<file path="src/rtl/spi_arb_pkg.sv">
// Shared types and constants for the SPI transfer arbiter: FSM states, requester
// count, timeout length and the layout of each requester's config byte.
package spi_arb_pkg;

  localparam int NUM_REQ        = 4;
  localparam int IDX_W          = 2;
  localparam int DATA_W         = 8;
  localparam int TIMEOUT_CYCLES = 1024;
  localparam int TMO_W          = 10;

  localparam int CFG_MODE_LSB = 0;
  localparam int CFG_MODE_W   = 2;
  localparam int CFG_DIV_LSB  = 2;
  localparam int CFG_DIV_W    = 6;

  typedef enum logic [2:0] {
    ST_IDLE,
    ST_ISSUE,
    ST_WAIT_BUSY,
    ST_WAIT_DONE,
    ST_RESPOND
  } arb_state_t;

  // Requester n owns byte lane n of the packed per-requester buses.
  function automatic logic [DATA_W-1:0] byte_lane(input logic [NUM_REQ*DATA_W-1:0] v,
                                                  input logic [IDX_W-1:0] idx);
    return v[{idx, 3'b000} +: DATA_W];
  endfunction

endpackage

</file>
<file path="src/rtl/spi_rr_arbiter.sv">
// Combinational 4-way round-robin pick: the first set request found when
// scanning upward (with wrap) from the pointer wins.
module spi_rr_arbiter
  import spi_arb_pkg::*;
(
  input  logic [NUM_REQ-1:0] req,
  input  logic [IDX_W-1:0]   ptr,
  output logic [NUM_REQ-1:0] gnt,
  output logic [IDX_W-1:0]   gnt_idx,
  output logic               req_any
);

  // Scan from the farthest candidate down so the nearest one to ptr wins.
  always_comb begin
    gnt     = '0;
    gnt_idx = '0;
    req_any = 1'b0;
    for (int k = NUM_REQ - 1; k >= 0; k--) begin
      if (req[ptr + IDX_W'(k)]) begin
        gnt_idx = ptr + IDX_W'(k);
        gnt     = NUM_REQ'(1) << (ptr + IDX_W'(k));
        req_any = 1'b1;
      end
    end
  end

endmodule

</file>
<file path="src/rtl/spi_xfer_arbiter.sv">
// Shares one SPI master between four requesters with round-robin arbitration.
// Define SPI_ARB_TIMEOUT_EN to abort stalled transfers after 1024 cycles (err_o).
module spi_xfer_arbiter
  import spi_arb_pkg::*;
(
  input  logic        Pclk,
  input  logic        Preset,
  input  logic [3:0]  req_i,
  input  logic [31:0] tx_data_i,
  input  logic [31:0] cfg_i,
  output logic [3:0]  gnt_o,
  output logic [3:0]  done_o,
  output logic [7:0]  rx_data_o,
  output logic        err_o,
  input  logic        busy_i,
  input  logic [7:0]  data_i,
  output logic [7:0]  data_o,
  output logic        write_enable,
  output logic [5:0]  clk_div,
  output logic [1:0]  mode
);

  arb_state_t         state, state_nxt;
  logic [IDX_W-1:0]   rr_ptr, owner;
  logic [NUM_REQ-1:0] arb_gnt;
  logic [IDX_W-1:0]   arb_idx;
  logic               arb_any;
  logic               tmo_hit, tmo_fire;
  logic               start_xfer, finish_xfer;
  logic [DATA_W-1:0]  cfg_sel;

  spi_rr_arbiter u_rr (
    .req     (req_i),
    .ptr     (rr_ptr),
    .gnt     (arb_gnt),
    .gnt_idx (arb_idx),
    .req_any (arb_any)
  );

  assign cfg_sel = byte_lane(cfg_i, arb_idx);

  // A normal busy edge always beats a coincident timeout.
  always_comb begin
    state_nxt = state;
    tmo_fire  = 1'b0;
    case (state)
      ST_IDLE:      if (arb_any && !busy_i) state_nxt = ST_ISSUE;
      ST_ISSUE:     state_nxt = ST_WAIT_BUSY;
      ST_WAIT_BUSY: begin
        if (busy_i) begin
          state_nxt = ST_WAIT_DONE;
        end else if (tmo_hit) begin
          state_nxt = ST_RESPOND;
          tmo_fire  = 1'b1;
        end
      end
      ST_WAIT_DONE: begin
        if (!busy_i) begin
          state_nxt = ST_RESPOND;
        end else if (tmo_hit) begin
          state_nxt = ST_RESPOND;
          tmo_fire  = 1'b1;
        end
      end
      ST_RESPOND:   state_nxt = ST_IDLE;
      default:      state_nxt = ST_IDLE;
    endcase
  end

  assign start_xfer  = (state == ST_IDLE) && (state_nxt == ST_ISSUE);
  assign finish_xfer = (state != ST_RESPOND) && (state_nxt == ST_RESPOND);

  // write_enable is the registered start strobe launched from ISSUE.
  always_ff @(posedge Pclk) begin
    if (Preset) begin
      state        <= ST_IDLE;
      rr_ptr       <= '0;
      owner        <= '0;
      gnt_o        <= '0;
      done_o       <= '0;
      write_enable <= 1'b0;
      data_o       <= '0;
      rx_data_o    <= '0;
      clk_div      <= '0;
      mode         <= '0;
    end else begin
      state        <= state_nxt;
      write_enable <= (state == ST_ISSUE);
      done_o       <= '0;
      if (start_xfer) begin
        gnt_o   <= arb_gnt;
        owner   <= arb_idx;
        data_o  <= byte_lane(tx_data_i, arb_idx);
        clk_div <= cfg_sel[CFG_DIV_LSB +: CFG_DIV_W];
        mode    <= cfg_sel[CFG_MODE_LSB +: CFG_MODE_W];
      end
      if (finish_xfer) begin
        done_o    <= gnt_o;
        rx_data_o <= tmo_fire ? '0 : data_i;
      end
      if (state == ST_RESPOND) begin
        gnt_o  <= '0;
        rr_ptr <= owner + IDX_W'(1);
      end
    end
  end

`ifdef SPI_ARB_TIMEOUT_EN
  logic [TMO_W-1:0] tmo_cnt;
  logic             waiting;
  logic             err_q;

  assign waiting = (state == ST_WAIT_BUSY) || (state == ST_WAIT_DONE);
  assign tmo_hit = waiting && (tmo_cnt == TMO_W'(TIMEOUT_CYCLES - 1));

  // Any state change restarts the count, so each wait state gets a full window.
  always_ff @(posedge Pclk) begin
    if (Preset) begin
      tmo_cnt <= '0;
      err_q   <= 1'b0;
    end else begin
      err_q <= finish_xfer && tmo_fire;
      if (state_nxt != state) tmo_cnt <= '0;
      else if (waiting)       tmo_cnt <= tmo_cnt + TMO_W'(1);
    end
  end

  assign err_o = err_q;
`else
  assign tmo_hit = 1'b0;
  assign err_o   = 1'b0;
`endif

endmodule

</file>
<file path="config.mk">
export PLATFORM = sky130hd
export DESIGN_NAME = spi_xfer_arbiter
export DESIGN_NICKNAME = d
export VERILOG_FILES = /design/src/rtl/spi_arb_pkg.sv /design/src/rtl/spi_rr_arbiter.sv /design/src/rtl/spi_xfer_arbiter.sv
export SDC_FILE = /design/constraint.sdc
export NUM_CORES = 1
export LEC_CHECK = 0
export ABC_AREA = 1
export CORE_UTILIZATION = 44
export CTS_CLUSTER_SIZE = 16
export DETAILED_ROUTE_END_ITERATION = 8
export GPL_ROUTABILITY_DRIVEN = 0
export PLACE_DENSITY = 0.87
export SETUP_SLACK_MARGIN = 0.02
export SLEW_MARGIN = 20
export SYNTH_ARGS = -nofsm -noshare
export SYNTH_HDL_FRONTEND = slang
export SYNTH_SLANG_ARGS = --single-unit
</file>
<file path="constraint.sdc">
create_clock -name Pclk -period 2.9 [get_ports Pclk]
set_input_delay 0.58 -clock Pclk [delete_from_list [all_inputs] [get_ports Pclk]]
set_output_delay 0.58 -clock Pclk [all_outputs]
set_load 0.01 [all_outputs]
</file>
### Word level (Yosys, flattened, before mapping)

Index checks and enable logic that the tools add are counted.

| cells by class | value |
|---|---|
| add/sub/neg operators | 4 |
| $lt $le $gt $ge | 4 |
| equal/unequal tests | 7 |
| shift-type cells | 6 |
| muxes and demuxes | 24 |
| bitwise operators | 1 |
| reductions and logical operators | 7 |

Operator list:

| operator | number |
|---|---|
| $shiftx A32 B6 Y8 | 2 |
| $mux W4 | 4 |
| $shl A1 B2 Y4 const A | 4 |
| $lt A2 B3 Y1 const B | 4 |
| $pmux W3 S4 | 1 |
| $mux W3 | 3 |
| $bmux W1 S2 | 4 |
| $mux W1 | 8 |
| $mux W2 | 4 |
| $eq A3 B1 Y1 const B | 2 |
| $eq A3 B2 Y1 const B | 2 |
| $eq A3 B3 Y1 const B | 2 |
| $add A2 B1 Y2 const B | 2 |
| $add A2 B2 Y2 const B | 2 |
| $reduce_or A2 Y1 | 2 |
| $logic_and A1 B1 Y1 | 3 |
| $logic_not A3 Y1 | 1 |
| $ne A3 B3 Y1 const B | 1 |
| $logic_not A1 Y1 | 1 |
| $not A1 Y1 | 1 |

| word-level totals | value |
|---|---|
| register bits after elaboration | 40 |
| bits of input ports | 79 |
| output and inout port bits | 34 |
| word-level logic and storage cells | 63 |

### Logic depth before layout (Yosys ltp)

| logic depth | value |
|---|---|
| word-level depth | 14 |
| depth in mapped cells | 17 |
| mapped depth without buffers | 15 |

### Hierarchy

From an unflattened synthesis, not the netlist that was laid out.

| second synthesis, totals | value |
|---|---|
| cells, all modules | 496 |
| area, all modules | 2922.8 um^2 |

By module, submodules not included:

| module | times used | cells an instance | area each (um^2) | seq. area each (um^2) |
|---|---|---|---|---|
| spi_xfer_arbiter | 1 | 409 | 2407.3 | 800.8 |
| spi_rr_arbiter | 1 | 87 | 515.5 | 0.0 |

### Least setup slack after synthesis

OpenSTA, ideal clock, no wires.

| path | value |
|---|---|
| path kind | reg-to-reg |
| from | register rr_ptr[0] |
| to | register clk_div[5] |
| library setup time | 0.115 ns |
| data arrival time | 1.941 ns |
| required time | 2.785 ns |
| slack | 0.844 ns |
| stages on the path, launching flop included | 17 |
| path buffers | 2 |
| clock period less this slack | 2.056 ns |
| cell sequence | dfxtp_1 buf_6 inv_8 ha_1 inv_1 nand3_2 nand2_4 inv_6 nand2_8 nand2_4 nand2_4 nand2_2 buf_4 nand2_1 nand2_1 a21oi_1 nor2_1 |

| on the way | value |
|---|---|
| word-level cells in the longest chain between the ends | 12 |
| elaborated cells between the ends (all ways) | 25 |
| classes of those cells | add/sub: 3; eq/ne: 1; shift: 1; mux: 18; reduce/logical: 2 |

RTL lines:

| element | RTL line | RTL |
|---|---|---|
| start, declared | spi_xfer_arbiter.sv:24 | `logic [IDX_W-1:0] rr_ptr, owner;` |
| start signal, assigned | spi_xfer_arbiter.sv:103 | `rr_ptr <= owner + IDX_W'(1);` |
| $add A2 B2 Y2 | spi_rr_arbiter.sv:19, spi_rr_arbiter.sv:20 |  |
| $bmux W1 S2 | spi_rr_arbiter.sv:19 | `if (req[ptr + IDX_W'(k)]) begin` |
| $mux W1 (not written as such) | spi_rr_arbiter.sv:19 |  |
| $mux W1 (4 in a row) | spi_rr_arbiter.sv:19 |  |
| $logic_and A1 B1 Y1 | spi_xfer_arbiter.sv:47 | `ST_IDLE: if (arb_any && !busy_i) state_nxt = ST_ISSUE;` |
| $mux W3 | spi_xfer_arbiter.sv:47 |  |
| $pmux W3 S4 | spi_xfer_arbiter.sv:46 | `case (state)` |
| $eq A3 B1 Y1 | spi_xfer_arbiter.sv:70 | `assign start_xfer = (state == ST_IDLE) && (state_nxt == ST_ISSUE);` |
| $logic_and A1 B1 Y1 | spi_xfer_arbiter.sv:70 |  |
| end signal, assigned | spi_xfer_arbiter.sv:94 | `clk_div <= cfg_sel[CFG_DIV_LSB +: CFG_DIV_W];` |
| end, declared | spi_xfer_arbiter.sv:19 | `output logic [5:0] clk_div,` |

Parallel ways exist; a longest one is shown, timed or not. The select of a mux whose other input is x is not followed.
A chain may end at the register's enable or synchronous reset.

### Final worst setup path

| path | value |
|---|---|
| from | register rr_ptr[0] |
| to | register mode[1] |

| on the way | value |
|---|---|
| word-level cells in the longest chain between the ends | 12 |
| elaborated cells between the ends (all ways) | 25 |
| classes of those cells | add/sub: 3; eq/ne: 1; shift: 1; mux: 18; reduce/logical: 2 |

RTL lines:

| element | RTL line | RTL |
|---|---|---|
| $add A2 B2 Y2 | spi_rr_arbiter.sv:19, spi_rr_arbiter.sv:20 |  |
| $bmux W1 S2 | spi_rr_arbiter.sv:19 |  |
| $mux W1 (not written as such) | spi_rr_arbiter.sv:19 |  |
| $mux W1 (4 in a row) | spi_rr_arbiter.sv:19 |  |
| $logic_and A1 B1 Y1 | spi_xfer_arbiter.sv:47 |  |
| $mux W3 | spi_xfer_arbiter.sv:47 |  |
| $pmux W3 S4 | spi_xfer_arbiter.sv:46 |  |
| $eq A3 B1 Y1 | spi_xfer_arbiter.sv:70 |  |
| $logic_and A1 B1 Y1 | spi_xfer_arbiter.sv:70 |  |
| end signal, assigned | spi_xfer_arbiter.sv:95 | `mode <= cfg_sel[CFG_MODE_LSB +: CFG_MODE_W];` |
| end, declared | spi_xfer_arbiter.sv:20 | `output logic [1:0] mode` |

Parallel ways exist; a longest one is shown, timed or not. The select of a mux whose other input is x is not followed.

==> out/summary.txt <==
Hold Path End -> done_o[1]$_SDFF_PP0_
Worst r2r dst -> mode[1]$_SDFFE_PP0P_
RSZ-0062 raised after global routing -> false
Pwr/cell area -> 390 nW/um^2
Die Area -> 6590 sq um
Hold Buf Count CTS -> 0
Yosys synthesis warning count -> 0
Post-cts repair resize count -> 0
Post-synth ARST share -> 0%
Largest net degree at the start of global routing -> 26
DR iter-0 viols -> 189
CP Launch Type -> flip-flop
Ant diodes -> 0
Final Hold Fails -> 0
Drt first pass iters -> 4
Worst-path fanout max -> 25
DR DRC count -> 0
Io pins -> 113
WHS -> 457 ps
Status -> completed
Mean Syn Cell Area -> 6.84 sq um
Hold path depth -> 2
Min-delay src -> gnt_o[1]$_SDFFE_PP0P_
R2R setup slack -> 550 ps
Core area -> 5990 sq um
Most frequent cell after synthesis -> nand3_1
Clock Skews -> 8.80 ps
Layout cell share with drive strength beyond 1 -> 9.86%
Mapped Nets -> 490
Horiz. Die Dim -> 81.2 microns
Die Height -> 81.2 microns
R2R cell count -> 15
Leading area contributor after synthesis -> dfxtp_1
HP Class -> flip-flop to flip-flop
Total negative slack -> 0 ps
CP required -> 3150 ps
Via Count -> 2970
# setup viols final -> 0
Setup bufs post-CTS -> 0
Fmax achieved -> 0.426 GHz
Antenna-violating nets left -> 0
Final Util -> 66.1%
Wire length per cell -> 13.0 microns
VDD IR max -> 0.217 mV
Slew Limit Fails -> 0
Synth Instances -> 403
Reg2reg start -> rr_ptr[0]$_SDFFE_PP0P_
Core Rows -> 28
H-tree depth -> 2
Flops & latches, synth -> 40
Root buffer cell -> clkbuf_8
Final Cycle Share -> 80.9%
TritonCTS clock tree -> built
Worst endpoint data arrival time -> 2590 ps
Top FF cell, synth -> dfxtp_1
Cell variety after synth -> 33
Vias in the first global route -> 2797
Worst-Skew Late Latency -> 300 ps
Max-slew headroom -> 53.8%
Sequential fraction of the synthesis area -> 29.1%
Synth top area cells -> dfxtp_1, nand3_1, nand2_1, inv_1, nand3b_1
CTS buffer count -> 5
Final min period -> 2350 ps
Max Cap Viol -> 0
First-pass GRT wire length -> 12300 microns
HPWL Detailed -> 5680 microns
WL final -> 7570 microns
Post-synth EDFFs -> 0
Synth top area share -> 29.1%
Maximum clock path buffer count -> 2
CP Capture Type -> flip-flop
Post-Synthesis Cell Area -> 2760 sq um
Clock sinks -> 40
I/O Buffers -> 111
Commonest cells in the netlist -> nand3_1, nand2_1, inv_1
CP Class -> flip-flop to flip-flop
Slew @ Worst Pin -> 693 ps
Pleak -> 1.79 nW
Drt via density -> 5.10
Synth-to-layout area growth -> 43.8%
Worst-path clk slew -> 90 ps
GRT Util Overall -> 24.2%
Total congestion overflow -> 0
Fin nets -> 593
Antenna violations before repair -> 0
Initial core utilization -> 46.0%
-- layout make-up --
class                           instances  area (sq um)
Fill cell                             496          2030
Multi-Input combinational cell        279          1560
Timing Repair Buffer                  114          1130
Sequential cell                        40           801
Inverter                               66           260
Tap cell                               75          93.8
Clock buffer                            5          68.8
Clock inverter                          3          42.5
-- worst max-delay path by stage --
stage | from | endpoint | slack [ps] | cells after the start
6_report | rr_ptr[0]$_SDFFE_PP0P_ | mode[1]$_SDFFE_PP0P_ | 550 | 15
5_1_grt | rr_ptr[0]$_SDFFE_PP0P_ | data_o[6]$_SDFFE_PP0P_ | 360 | 15
2_1_floorplan | rr_ptr[0]$_SDFFE_PP0P_ | clk_div[5]$_SDFFE_PP0P_ | 840 | 16
3_3_place_gp | req_i[2] | data_o[1]$_SDFFE_PP0P_ | 410 | 12
4_1_cts | rr_ptr[0]$_SDFFE_PP0P_ | mode[1]$_SDFFE_PP0P_ | 550 | 15
3_5_place_dp | req_i[2] | clk_div[5]$_SDFFE_PP0P_ | 340 | 15
-- metal layers --
layer | GRT usage (%) | share of wire [%]
met4 | 8.04 | 1.4
met3 | 5.96 | 8.5
met2 | 42.3 | 49
met5 | 0 | 0
met1 | 28.7 | 41
-- power by group --
part,internal [mW],total [mW],switching (mW)
clock,0.255,0.469,0.214
combinational,0.238,0.461,0.223
sequential,0.588,0.614,0.0258
-- metrics by stage --
stage                     cells  setup WS [ps]  power [mW]  instance area, sq um
after floorplan             403            844       0.879                  2760
after global placement      574            412        1.07                  3850
after detailed placement    574            337        1.08                  3850
after CTS                   582            553        1.54                  3960
after global routing        582            359        1.62                  3960
final                       582            555        1.54                  3960
-- sequential cells by signal, summed over array words and instances, names as in the netlist --
register and cells:
clk_div 6, data_o 8, done_o 4, gnt_o 4
mode 2, owner 2, rr_ptr 2, rx_data_o 8
state 3, write_enable 1
-- cell families after synthesis --
group | share of synthesized area (%)
adders and majority gates | 3.63
AOI/OAI and AO/OA | 7.99
other | 0.136
and+or+nand+nor | 44.6
DFF | 29.1
buffers and inverters | 14.3
xor gates and xnor gates | 0.318
-- worst max-delay path: stages, from the launching register on --
cell	delay (ps)
dfxtp_1	450
inv_8	90
ha_1	350
inv_1	100
nand3_2	110
nand2_4	110
inv_6	60
nand2_8	80
nand2_4	60
nand2_4	220
nand2_2	200
inv_2	180
nand2_1	70
nand3_1	70
nand2_1	50
nor2_1	80
-- cells in the final DEF (no fill, tap or decap), types with 5 or more instances in the layout --
cell type | synthesis | layout
a21oi_1 | 15 | 15
clkbuf_8 | 0 | 5
clkdlybuf4s50_1 | 0 | 111
dfxtp_1 | 40 | 40
ha_1 | 8 | 8
inv_1 | 60 | 60
nand2_1 | 64 | 64
nand2_2 | 8 | 8
nand2_4 | 6 | 6
nand3_1 | 66 | 66
nand3_2 | 12 | 12
nand3b_1 | 22 | 22
nor2_1 | 42 | 42
o21ai_0 | 17 | 17
Power figures use the tool's default switching activity.
